`config.mk`:
```
export PLATFORM = sky130hd
export DESIGN_NAME = uart_rx_palabra
export DESIGN_NICKNAME = d
export VERILOG_FILES = /design/src/rtl/uart_rx_palabra_pkg.sv /design/src/rtl/uart_rx_palabra_generador_tick_rx.sv /design/src/rtl/uart_rx_palabra.sv
export SDC_FILE = /design/constraint.sdc
export NUM_CORES = 1
export LEC_CHECK = 0
export ABC_AREA = 0
export CAP_MARGIN = 40
export CORE_MARGIN = 5
export CORE_UTILIZATION = 52
export DETAILED_ROUTE_END_ITERATION = 6
export GPL_ROUTABILITY_DRIVEN = 0
export GPL_TIMING_DRIVEN = 0
export PLACE_DENSITY_LB_ADDON = 0.05
export RECOVER_POWER = 25
export SYNTH_ARGS = -nofsm -noshare
export SYNTH_HDL_FRONTEND = slang
export SYNTH_SLANG_ARGS = --single-unit
```
`constraint.sdc`:
```
create_clock -name clk -period 4.2 [get_ports clk]
set_input_delay 1.26 -clock clk [delete_from_list [all_inputs] [get_ports clk]]
set_output_delay 1.26 -clock clk [all_outputs]
set_load 0.05 [all_outputs]
```
`src/rtl/uart_rx_palabra_pkg.sv`:
```
// Shared definitions for the UART word receiver.
//   estado_t    : receiver FSM states (3-bit encoding)
//   OVERSAMPLE  : ticks per serial bit
//   calc_div    : rounded clock divider for the x16 baud tick
package uart_rx_palabra_pkg;

  localparam int unsigned OVERSAMPLE = 16;

  typedef enum logic [2:0] {
    IDLE   = 3'd0,
    START  = 3'd1,
    DATA   = 3'd2,
    STOP   = 3'd3,
    ESPERA = 3'd4
  } estado_t;

  // round(clk_freq / (OVERSAMPLE * baud))
  function automatic int unsigned calc_div(input int unsigned clk_freq,
                                           input int unsigned baud);
    return (clk_freq + (OVERSAMPLE * baud) / 2) / (OVERSAMPLE * baud);
  endfunction

endpackage

```
`src/rtl/uart_rx_palabra_generador_tick_rx.sv`:
```
// Free-running baud x16 tick generator.
//   clk   : system clock
//   reset : asynchronous reset, active high
//   tick  : one-cycle pulse every DIV clocks
module generador_tick_rx
  import uart_rx_palabra_pkg::*;
#(
  parameter int unsigned CLK_FREQ = 100_000_000,
  parameter int unsigned BAUD     = 9600
) (
  input  logic clk,
  input  logic reset,
  output logic tick
);

  localparam int unsigned DIV = calc_div(CLK_FREQ, BAUD);
  localparam int unsigned CW  = (DIV > 1) ? $clog2(DIV) : 1;

  logic [CW-1:0] cnt;

  always_ff @(posedge clk or posedge reset) begin
    if (reset) begin
      cnt  <= '0;
      tick <= 1'b0;
    end else if (cnt == CW'(DIV - 1)) begin
      cnt  <= '0;
      tick <= 1'b1;
    end else begin
      cnt  <= cnt + 1'b1;
      tick <= 1'b0;
    end
  end

endmodule

```
`src/rtl/uart_rx_palabra.sv`:
```
// UART 8N1 receiver that reassembles BYTES serial bytes into one word.
//   clk         : system clock
//   reset       : asynchronous reset, active high
//   Rx          : serial input, idle high, asynchronous
//   dato        : last complete word, first byte received in bits [7:0]
//   listo       : one-cycle strobe, dato updated
//   error_trama : one-cycle strobe, stop bit sampled low
//   ocupado     : high whenever the FSM is not in IDLE
module uart_rx_palabra
  import uart_rx_palabra_pkg::*;
#(
  parameter int unsigned CLK_FREQ   = 100_000_000,
  parameter int unsigned BAUD       = 9600,
  parameter int unsigned BYTES      = 4,
  parameter int unsigned TIMEOUT_BT = 2
) (
  input  logic                 clk,
  input  logic                 reset,
  input  logic                 Rx,
  output logic [8*BYTES-1:0]   dato,
  output logic                 listo,
  output logic                 error_trama,
  output logic                 ocupado
);

  localparam int unsigned IDX_W  = (BYTES > 1) ? $clog2(BYTES) : 1;
  localparam int unsigned TO_LIM = TIMEOUT_BT * 10 * OVERSAMPLE;
  localparam int unsigned TO_W   = $clog2(TO_LIM + 1);

  logic               rx_m, rx_s;
  logic               tick;
  estado_t            estado, estado_n;
  logic [3:0]         tick_cnt;
  logic [2:0]         bit_cnt;
  logic [7:0]         sh;
  logic [8*BYTES-1:0] word, word_n;
  logic [IDX_W-1:0]   idx;
  logic [TO_W-1:0]    to_cnt;

  logic mid, fin, arrancar, muestra_bit, byte_ok, fallo, to_fire;

  generador_tick_rx #(
    .CLK_FREQ (CLK_FREQ),
    .BAUD     (BAUD)
  ) u_tick (
    .clk   (clk),
    .reset (reset),
    .tick  (tick)
  );

  always_ff @(posedge clk or posedge reset) begin
    if (reset) begin
      rx_m <= 1'b1;
      rx_s <= 1'b1;
    end else begin
      rx_m <= Rx;
      rx_s <= rx_m;
    end
  end

  always_ff @(posedge clk or posedge reset) begin
    if (reset) estado <= IDLE;
    else       estado <= estado_n;
  end

  assign mid = tick && (tick_cnt == 4'd7);
  assign fin = tick && (tick_cnt == 4'd15);

  always_comb begin
    estado_n    = estado;
    arrancar    = 1'b0;
    muestra_bit = 1'b0;
    byte_ok     = 1'b0;
    fallo       = 1'b0;
    case (estado)
      IDLE:   if (!rx_s) begin
                estado_n = START;
                arrancar = 1'b1;
              end
      START:  if (mid) estado_n = rx_s ? IDLE : DATA;
      DATA:   if (fin) begin
                muestra_bit = 1'b1;
                if (bit_cnt == 3'd7) estado_n = STOP;
              end
      STOP:   if (fin) begin
                if (rx_s) begin
                  byte_ok  = 1'b1;
                  estado_n = IDLE;
                end else begin
                  fallo    = 1'b1;
                  estado_n = ESPERA;
                end
              end
      // Wait for the line to return high so a held break cannot retrigger.
      ESPERA: if (rx_s) estado_n = IDLE;
      default: estado_n = IDLE;
    endcase
  end

  // Word with the just-completed byte merged in; dato must see it in the same cycle.
  always_comb begin
    word_n = word;
    word_n[{idx, 3'b000} +: 8] = sh;
  end

  assign to_fire = (estado == IDLE) && (idx != '0) && tick && (to_cnt == TO_W'(TO_LIM - 1));
  assign ocupado = (estado != IDLE);

  always_ff @(posedge clk or posedge reset) begin
    if (reset) begin
      tick_cnt    <= '0;
      bit_cnt     <= '0;
      sh          <= '0;
      word        <= '0;
      idx         <= '0;
      to_cnt      <= '0;
      dato        <= '0;
      listo       <= 1'b0;
      error_trama <= 1'b0;
    end else begin
      listo       <= 1'b0;
      error_trama <= 1'b0;

      // Re-phasing at the start-bit centre puts every later sample mid-bit.
      if (arrancar || (estado == START && mid)) tick_cnt <= '0;
      else if (tick)                            tick_cnt <= tick_cnt + 4'd1;

      if (estado == START && mid) bit_cnt <= '0;
      else if (muestra_bit)       bit_cnt <= bit_cnt + 3'd1;

      if (muestra_bit) sh <= {rx_s, sh[7:1]};

      if (byte_ok) begin
        word <= word_n;
        if (idx == IDX_W'(BYTES - 1)) begin
          dato  <= word_n;
          listo <= 1'b1;
          idx   <= '0;
        end else begin
          idx <= idx + 1'b1;
        end
      end else if (fallo) begin
        error_trama <= 1'b1;
        idx         <= '0;
      end else if (to_fire) begin
        idx <= '0;
      end

      if (arrancar || to_fire)                        to_cnt <= '0;
      else if (estado == IDLE && idx != '0 && tick)   to_cnt <= to_cnt + 1'b1;
    end
  end

endmodule

```
==> metrics.txt, run 1 <==
routed vias=3523; CTS Buf Count=9; Tcrit/Tclk final=88.2%; H-tree level count=3; ys async rst share=100%; Hold Fails Final Rpt=0; CP Data Arrival Time=2450 ps; Final Critical Period=3710 ps; Routed WL per cell=16.1 um; Worst Hold Class=flop to flop; Antenna Nets Post-Route=0; antenna cells=0; Synth Cell Area=4940 um2; I/O pin count=38; Ys Warns=0; WL final=10300 um; # rows=35; vias in the first global route=3433; area delta synth->final=15.0%; CP Max Fanout=10; sequential share of the synthesized area=54.7%; fraction of layout cells with a size suffix above 1=10.8%; # DRC=0; post-place setup slack=1070 ps; Post-Syn Instances=454; clock insertion delay at the later pin of the skew report=380 ps; PD cells=297 nW/um2; CP max stage delay=900 ps; LEAKAGE=2.61 nW; clock-pin transition on the worst setup and hold timing paths=100 ps; clock skew=14.2 ps; failing checks=capacitance limit, slew limit; initial detailed-routing violation count=152; slew margin rel.=-29.1%; Worst-Margin Slew=1930 ps; max-cap check violation count=1; GRT overflow=0; EDFF count, synth=0; Max Clk Rate=0.270 GHz; status=finished, violations left; Synth Flop Type=dfrtp_1; Die X=108 um; PortBufs=37; initial antenna violation count=0; synth unique cells=50; post_cts resized=0; clk sinks=108; most frequent cells in the layout=dfrtp_1, nor2_1, a21oi_1, clkdlybuf4s50_1, a22o_1; Fillers=796; CTS tree=yes; Fin Setup TNS=0 ps; crit start category=flop; Setup Fix Bufs, Post-CTS=0; Inst Count DP=621; Peak VDD IR=195 uV; root buffer cell=clkbuf_8; Setup CP Type=flop to output pin; synthesized net count=469; critical path's slowest cell=clkdlybuf4s50_1; DIE HEIGHT=108 um; Global Route Usage Sum=18.9%; hpwl dp=6930 um; Pins Over Slew Limit=42; Critical Path End Type=output pin; post-synthesis register bit count=108; Mapped Avg Cell Area=10.9 um2; Avg Vias per Cell=5.53; Final #Nets=518; core area=9240 um2; Non-Filler Instances=637; RSZ-0062 raised after global routing=false; critical-path cell list=or3_1 -> buf_2 -> clkbuf_1 -> clkdlybuf4s50_1; CTS Buffer Depth=2; reg2reg setup slack=1850 ps; Final Setup Violations=0; largest net degree at the start of global routing=68; most common cell after layout, fill and taps aside=dfrtp_1; CTS Hold Bufs=0; Final WS setup=494 ps; Starting Density=53.5%; die area=11600 um2; drt first pass iters=5; first-pass GRT wire length=17200 um; WP data required=2940 ps
-- metrics by stage --
stage / util [%] / area, um2 / power, mW / hold slack, ps
3_3_place_gp: 59.3 / 5480 / 1.09 / 346
5_1_grt: 61.6 / 5690 / 1.75 / 366
4_1_cts: 61.7 / 5700 / 1.70 / 362
3_5_place_dp: 59.6 / 5510 / 1.09 / 347
2_1_floorplan: - / 4940 / 1.08 / 345
6_report: 61.6 / 5690 / 1.69 / 363
-- worst max-delay path, delay by kind of cell, from the launching register on --
| family | cells | cell delay, ps |
|---|---|---|
| buffers and inverters | 3 | 1470 |
| flip-flops | 1 | 470 |
| AND/OR/NAND/NOR | 1 | 140 |
-- cell usage after synthesis (all sizes together), types with 5 or more instances --
library cell | number | share of area (%)
a21oi | 48 | 4.9
a22o | 28 | 5.0
a31oi | 11 | 1.4
a32o | 6 | 1.2
buf | 19 | 2.2
clkbuf | 12 | 0.91
dfrtp | 106 | 54
ha | 12 | 3.0
inv | 9 | 0.68
mux2 | 8 | 1.8
nand2 | 15 | 1.1
nand2b | 14 | 1.8
nand3 | 7 | 0.81
nand3b | 13 | 2.0
nor2 | 53 | 4.1
nor2b | 23 | 2.9
nor3 | 11 | 1.4
or3 | 5 | 0.73
xnor2 | 12 | 2.1
xor2 | 5 | 0.89
-- worst paths after layout --
| check | from | end | cells past startpoint |
|---|---|---|---|
| hold reg to reg | rx_m | rx_s | 0 |
| setup reg to reg | idx[0] | word[23] | 7 |
| setup / recovery | estado[1] | ocupado | 4 |
| hold / removal | rx_m | rx_s | 0 |
| min in group asynchronous | reset | u_tick.cnt[0] | 2 |
| max in group asynchronous | reset | sh[1] | 3 |
-- power breakdown --
group          switching (mW)  internal, mW
sequential            0.00146          1.04
combinational          0.0208       0.00443
clock                   0.391         0.230
-- state kept, by name, summed over array words and instances (netlist names) --
name	cells
rx_s	1
tick_cnt	4
u_tick.tick	1
to_cnt	9
bit_cnt	3
u_tick.cnt	10
listo	1
dato	32
estado	3
sh	8
rx_m	1
error_trama	1
idx	2
word	32
-- area by class of cell --
cell class,instances,area [um2],share of cell area (%)
buffer,31,150,2.64
clock buffer,9,124,2.18
clock inverter,7,68.8,1.21
inverter,9,35.0,0.616
multi-input combinational,306,2050,36.0
sequential,108,2710,47.6
tap,129,161,2.84
timing repair buffer,38,398,7.00
-- per-layer routing --
layer  share of wire [%]  up-vias  wire, um  GRT usage, %
met5                   0        -         0             0
met4                 1.6        0       167          5.68
met3                 3.6       15       373          3.42
met2                  47       65      4810          29.7
met1                  48     1745      4920          26.7
li1                    -     1698         -             -
-- logic make-up (layout without fill, tap and decap cells) --
| family | Yosys count | after routing | synth area share, % |
|---|---|---|---|
| simple gates | 163 | 163 | 18.9 |
| fa+ha+maj | 12 | 12 | 3.04 |
| mux | 11 | 11 | 2.43 |
| compound gates | 103 | 103 | 14.1 |
| buf+inv | 40 | 94 | 3.82 |
| flops | 108 | 108 | 54.7 |
| xor+xnor | 17 | 17 | 3.01 |
No activity file was read; power rests on OpenSTA's default activity.
==> run 2: changes to the inputs <==
- CELL_PAD_IN_SITES_DETAIL_PLACEMENT: not set -> 1
- CELL_PAD_IN_SITES_GLOBAL_PLACEMENT: not set -> 1
- CORE_UTILIZATION: 52 -> 30
- SLEW_MARGIN: not set -> 20
==> run 2 against run 1 <==
  * The flow still finishes with violations (capacitance limit, slew limit)
  * Sequential share of layout area is 1.5 points lower
  * Largest cell class unchanged
  * Global-route usage is 5.3 points lower
  * Worst setup slack better by 220 ps
  * Die area increased by 66%
  * Core utilization shrank 26 points
  * Non-clock buffer count stayed put
==> metrics.txt, run 2 (synthesized netlist as in run 1, its figures left out) <==
initial antenna violation count=0 (unchanged); largest net degree at the start of global routing=62 (-8.8%); top flop regs=dato (32), word (32), u_tick.cnt (10); status=finished, violations left; CP Data Arrival Time=2230 ps (-220 ps); multi-input combinational cell area=2050 um2 (unchanged); most frequent cells in the layout=dfrtp_1, nor2_1, a21oi_1, clkdlybuf4s50_1, a22o_1; Setup Fix Bufs, Post-CTS=0 (unchanged); worst r2r path cells=7 (unchanged); hpwl dp=8520 um (+23%); PD cells=316 nW/um2 (+6.5%); worst r2r src=idx[0]; Final Instance Area=5880 um2 (+3.3%); core area=16300 um2 (+77%); RSZ-0062 raised after global routing=false; die area=19200 um2 (+66%); Post-DP Area=5620 um2 (+2.1%); H-tree level count=3 (unchanged); I/O pin count=38 (unchanged); Antenna Nets Post-Route=0 (unchanged); GRT overflow=0 (unchanged); CTS Buf Count=9 (unchanged); initial detailed-routing violation count=133 (-13%); LEAKAGE=2.65 nW (+1.8%); area delta synth->final=18.9%; Critical Path End Type=output pin; # rows=47 (+34%); Final Critical Period=3490 ps (-216 ps); most common cell after layout, fill and taps aside=dfrtp_1; Final Setup Violations=0 (unchanged); reg2reg setup slack=1830 ps (-20 ps); Die X=138 um (+29%); clock skew=8.54 ps (-5.63 ps); Max Clk Rate=0.287 GHz (+6.2%); first-pass GRT wire length=20900 um (+21%); WL final=12300 um (+20%); post_cts resized=0 (unchanged); DIE HEIGHT=138 um (+29%); slew margin rel.=-29.5% (-0.48 points); Peak VDD IR=208 uV (+6.9%); clock insertion delay at the later pin of the skew report=350 ps (-30 ps); Avg Vias per Cell=4.89 (-12%); root buffer cell=clkbuf_16; antenna cells=0 (unchanged); clock-pin transition on the worst setup and hold timing paths=70 ps (-30 ps); CTS Hold Bufs=0 (unchanged); WP data required=2940 ps (about the same); CP startpoint=estado[0]; CTS Buffer Depth=2 (unchanged); failing checks=capacitance limit, slew limit; Tcrit/Tclk final=83.1% (-5.1 points); PortBufs=37 (unchanged); Worst Hold Class=flop to flop; max-cap check violation count=1 (unchanged); vias in the first global route=3863 (+13%); crit start category=flop; Global Route Usage Sum=13.6% (-5.3 points); Setup CP Type=flop to output pin; clk sinks=108 (unchanged); Starting Density=30.2% (-23 points); Worst-Margin Slew=1940 ps (+15.6 ps); CP Capture Point=ocupado; Routed WL per cell=17.0 um (+5.2%); Pwr Total=1.86 mW (+10%); Pins Over Slew Limit=48 (+14%); routed vias=3558 (+0.99%); Hold Fails Final Rpt=0 (unchanged); Crit Reg-Reg Endpoint=word[22]; Final Util=36.0% (-26 points); fraction of layout cells with a size suffix above 1=10.0% (-0.79 points); Fillers=1876 (+140%); CTS tree=yes; Final #Nets=518 (unchanged); CP Max Fanout=10 (unchanged); # DRC=0 (unchanged); drt first pass iters=4 (-1); area occupied by registers=2710 um2 (unchanged)
-- run 2: changes by cell type in the layout (fill, tap and decap cells not counted), sizes merged --
cell and delta:
buf +2, clkbuf +4, clkinv -2, inv -2, clkinvlp -2
-- run 2: power by group --
part	total (mW)	internal [mW]	switching, mW
clock	0.791	0.421	0.371
combinational	0.0260	0.00436	0.0216
sequential	1.04	1.04	0.00134
total	1.86	1.47	0.394
-- run 2: worst min path at each step --
stage | startpoint | end | slack [ps] | cells after the start
final | rx_m | rx_s | 360 | 0
after global routing | rx_m | rx_s | 360 | 0
after CTS | rx_m | rx_s | 360 | 0
after detailed placement | rx_m | rx_s | 350 | 0
after global placement | rx_m | rx_s | 350 | 0
after floorplan | rx_m | rx_s | 350 | 0
-- run 2: area by class of cell --
type,instances,share of cell area (%)
flip-flops and latches,108,46.0
multi-input cells,306,34.8
repair buffers,38,6.77
well taps,220,4.68
clock buffers,15,4.38
plain buffers,31,2.64
inverters,9,0.575
clock inverters,1,0.128
-- run 2: worst max-delay path, cell delays in order (launching register included) --
cell and delay, ps:
dfrtp_1 370, buf_6 130, or3_1 330, buf_2 160, buf_4 180, clkdlybuf4s50_1 710
-- run 2: routing by layer --
metal  GRT usage [%]  vias to the layer above  part of all wire [%]
met3            3.07                        7                   2.4
met2            23.0                       35                    49
li1                -                     1700                     -
met5               0                        -                     0
met1            17.5                     1816                    47
met4            3.69                        0                  0.96
-- run 2: metrics by stage --
stage	std cells	setup TNS, ps	setup WS [ps]	hold WS (ps)
4_1_cts	728	0	678	358
6_report	728	0	710	358
2_1_floorplan	454	0	97.7	345
5_1_grt	728	0	608	364
3_3_place_gp	711	-194880	-1840	348
3_5_place_dp	712	0	1080	348
==> run 3: changes to the inputs <==
- clock period: 4.2 -> 3.2 ns (I/O delays scaled with it)
==> run 3 against run 2 <==
  * The flow now finishes without violations
  * Worst setup slack worse by 430 ps
  * Die area unchanged
  * Count of clock-buffer cells in the layout down 3
  * Clock skew down 1.6 ps
  * Wire length up 2.0%
  * Register-to-register slack worse by 990 ps
  * Core utilization up 0.51 points
  * First-iteration DRC count down 5.3%
  * Critical path depth unchanged
==> metrics.txt, run 3 (synthesized netlist as in run 1, its figures left out) <==
post-place setup slack=372 ps (-707 ps); root buffer cell=clkbuf_16; CP Data Arrival Time=1960 ps (-270 ps); clock skew=6.94 ps (-1.61 ps); Antenna Nets Post-Route=0 (unchanged); I/O pin count=38 (unchanged); CTS tree=yes; initial detailed-routing violation count=126 (-5.3%); antenna cells=0 (unchanged); Hold Fails Final Rpt=0 (unchanged); CTS Hold Bufs=0 (unchanged); Min Hold Slack=358 ps (+0.530 ps); DIE HEIGHT=138 um (unchanged); top flop regs=dato (32), word (32), u_tick.cnt (10); Avg Vias per Cell=4.87 (-0.44%); Final #Nets=521 (+0.58%); hpwl dp=8860 um (+4.0%); CP Max Fanout=10 (unchanged); # DRC=0 (unchanged); Die X=138 um (unchanged); Pins Over Slew Limit=0 (-100%); die area=19200 um2 (unchanged); H-tree level count=3 (unchanged); # rows=47 (unchanged); Final Critical Period=2920 ps; core area=16300 um2 (unchanged); CTS Buffer Depth=2 (unchanged); Max Clk Rate=0.342 GHz; RSZ-0062 raised after global routing=false; area delta synth->final=20.5%; status=completed; critical-path cell list=buf_6 -> or3_1 -> buf_2 -> buf_4 -> dlygate4sd2_1; clock insertion delay at the later pin of the skew report=350 ps (about the same); fraction of layout cells with a size suffix above 1=11.2% (+1.1 points); Peak VDD IR=248 uV (+19%); Starting Density=30.2% (unchanged); CTS Buf Count=9 (unchanged); Final Util=36.5% (+0.51 points); slew margin rel.=28.8% (+58 points); first-pass GRT wire length=21000 um (+0.43%); critical path's slowest cell=dlygate4sd2_1; most frequent cells in the layout=dfrtp_1, nor2_1, a21oi_1, clkdlybuf4s50_1, a22o_1; most common cell after layout, fill and taps aside=dfrtp_1; Setup CP Type=flop to output pin; Worst Hold Class=flop to flop; Critical Path End Type=output pin; initial antenna violation count=0 (unchanged); vias in the first global route=3902 (+1.0%); max-cap check violation count=0 (-1); Final WS setup=280 ps (-430 ps); clock-pin transition on the worst setup and hold timing paths=70 ps (about the same); crit start category=flop; CP max stage delay=430 ps (-280 ps); Worst-Margin Slew=1070 ps (-873 ps); drt first pass iters=4 (unchanged); PortBufs=37 (unchanged); routed vias=3557 (-0.028%); Routed WL per cell=17.2 um (+1.5%); Final Setup Violations=0 (unchanged); sum of buffers and inverters on the critical path=4 (unchanged); GRT overflow=0 (unchanged); WP data required=2240 ps (-700 ps); Fillers=1864 (-0.64%); Global Route Usage Sum=13.6% (about the same); WL final=12600 um (+2.0%); largest net degree at the start of global routing=26 (-58%); Tcrit/Tclk final=91.2%; Pwr Total=2.61 mW (+41%); clk sinks=108 (unchanged); delay-heaviest family, CP=buffers and inverters; PD cells=439 nW/um2 (+39%); LEAKAGE=2.69 nW (+1.4%)
-- run 3: final cells by class --
| type | count | area (um2) | area share [%] |
|---|---|---|---|
| Clock inverter | 4 | 72.6 | 1.22 |
| Multi-Input combinational cell | 306 | 2050 | 34.3 |
| Clock buffer | 12 | 246 | 4.14 |
| Timing Repair Buffer | 41 | 425 | 7.14 |
| Sequential cell | 108 | 2710 | 45.4 |
| Tap cell | 220 | 275 | 4.62 |
| Buffer | 31 | 155 | 2.60 |
| Inverter | 9 | 35.0 | 0.588 |
-- run 3: worst paths after layout --
| path | from | end | slack (ps) | depth (start not counted) |
|---|---|---|---|---|
| setup / recovery | estado[0] | ocupado | 280 | 5 |
| hold / removal | rx_m | rx_s | 360 | 0 |
| setup reg to reg | idx[0] | to_cnt[6] | 840 | 6 |
| hold reg to reg | rx_m | rx_s | 360 | 0 |
| max in group asynchronous | reset | dato[6] | 500 | 5 |
| min in group asynchronous | reset | dato[12] | 1230 | 2 |
-- run 3: worst reg2reg max path, stage by stage (launching register included) --
cell      delay, ps
dfrtp_1         510
inv_1           170
ha_1            330
nand4b_4        260
or4_1           550
a21oi_2         320
nor2_1           90
-- run 3: metrics by stage --
stage | instance area [um2] | setup TNS, ps | instances
detailed placement | 5690 | 0 | 715
finish | 5960 | 0 | 731
global placement | 5590 | -29780 | 711
CTS | 6010 | 0 | 731
global route | 5960 | 0 | 731
floorplan | 4950 | 0 | 454
-- run 3: metal layers --
metal	global-route usage (%)	up-vias	share of wire (%)
met5	0	-	0
met4	5.36	0	2.0
met3	2.18	13	2.3
met2	22.3	34	48
met1	17.9	1809	48
li1	-	1701	-
-- run 3: timing repair --
item	CTS	global route
hold endpoints to repair	0	0
resized for setup	1	0
setup buffers	0	0
setup endpoints to repair	1	0
-- run 3: where the power goes --
group          leakage, nW  total (mW)  switching, mW  internal [mW]
logic                 1.05      0.0386         0.0300        0.00862
registers             1.48        1.37        0.00181           1.37
clock network        0.153        1.21          0.500          0.708
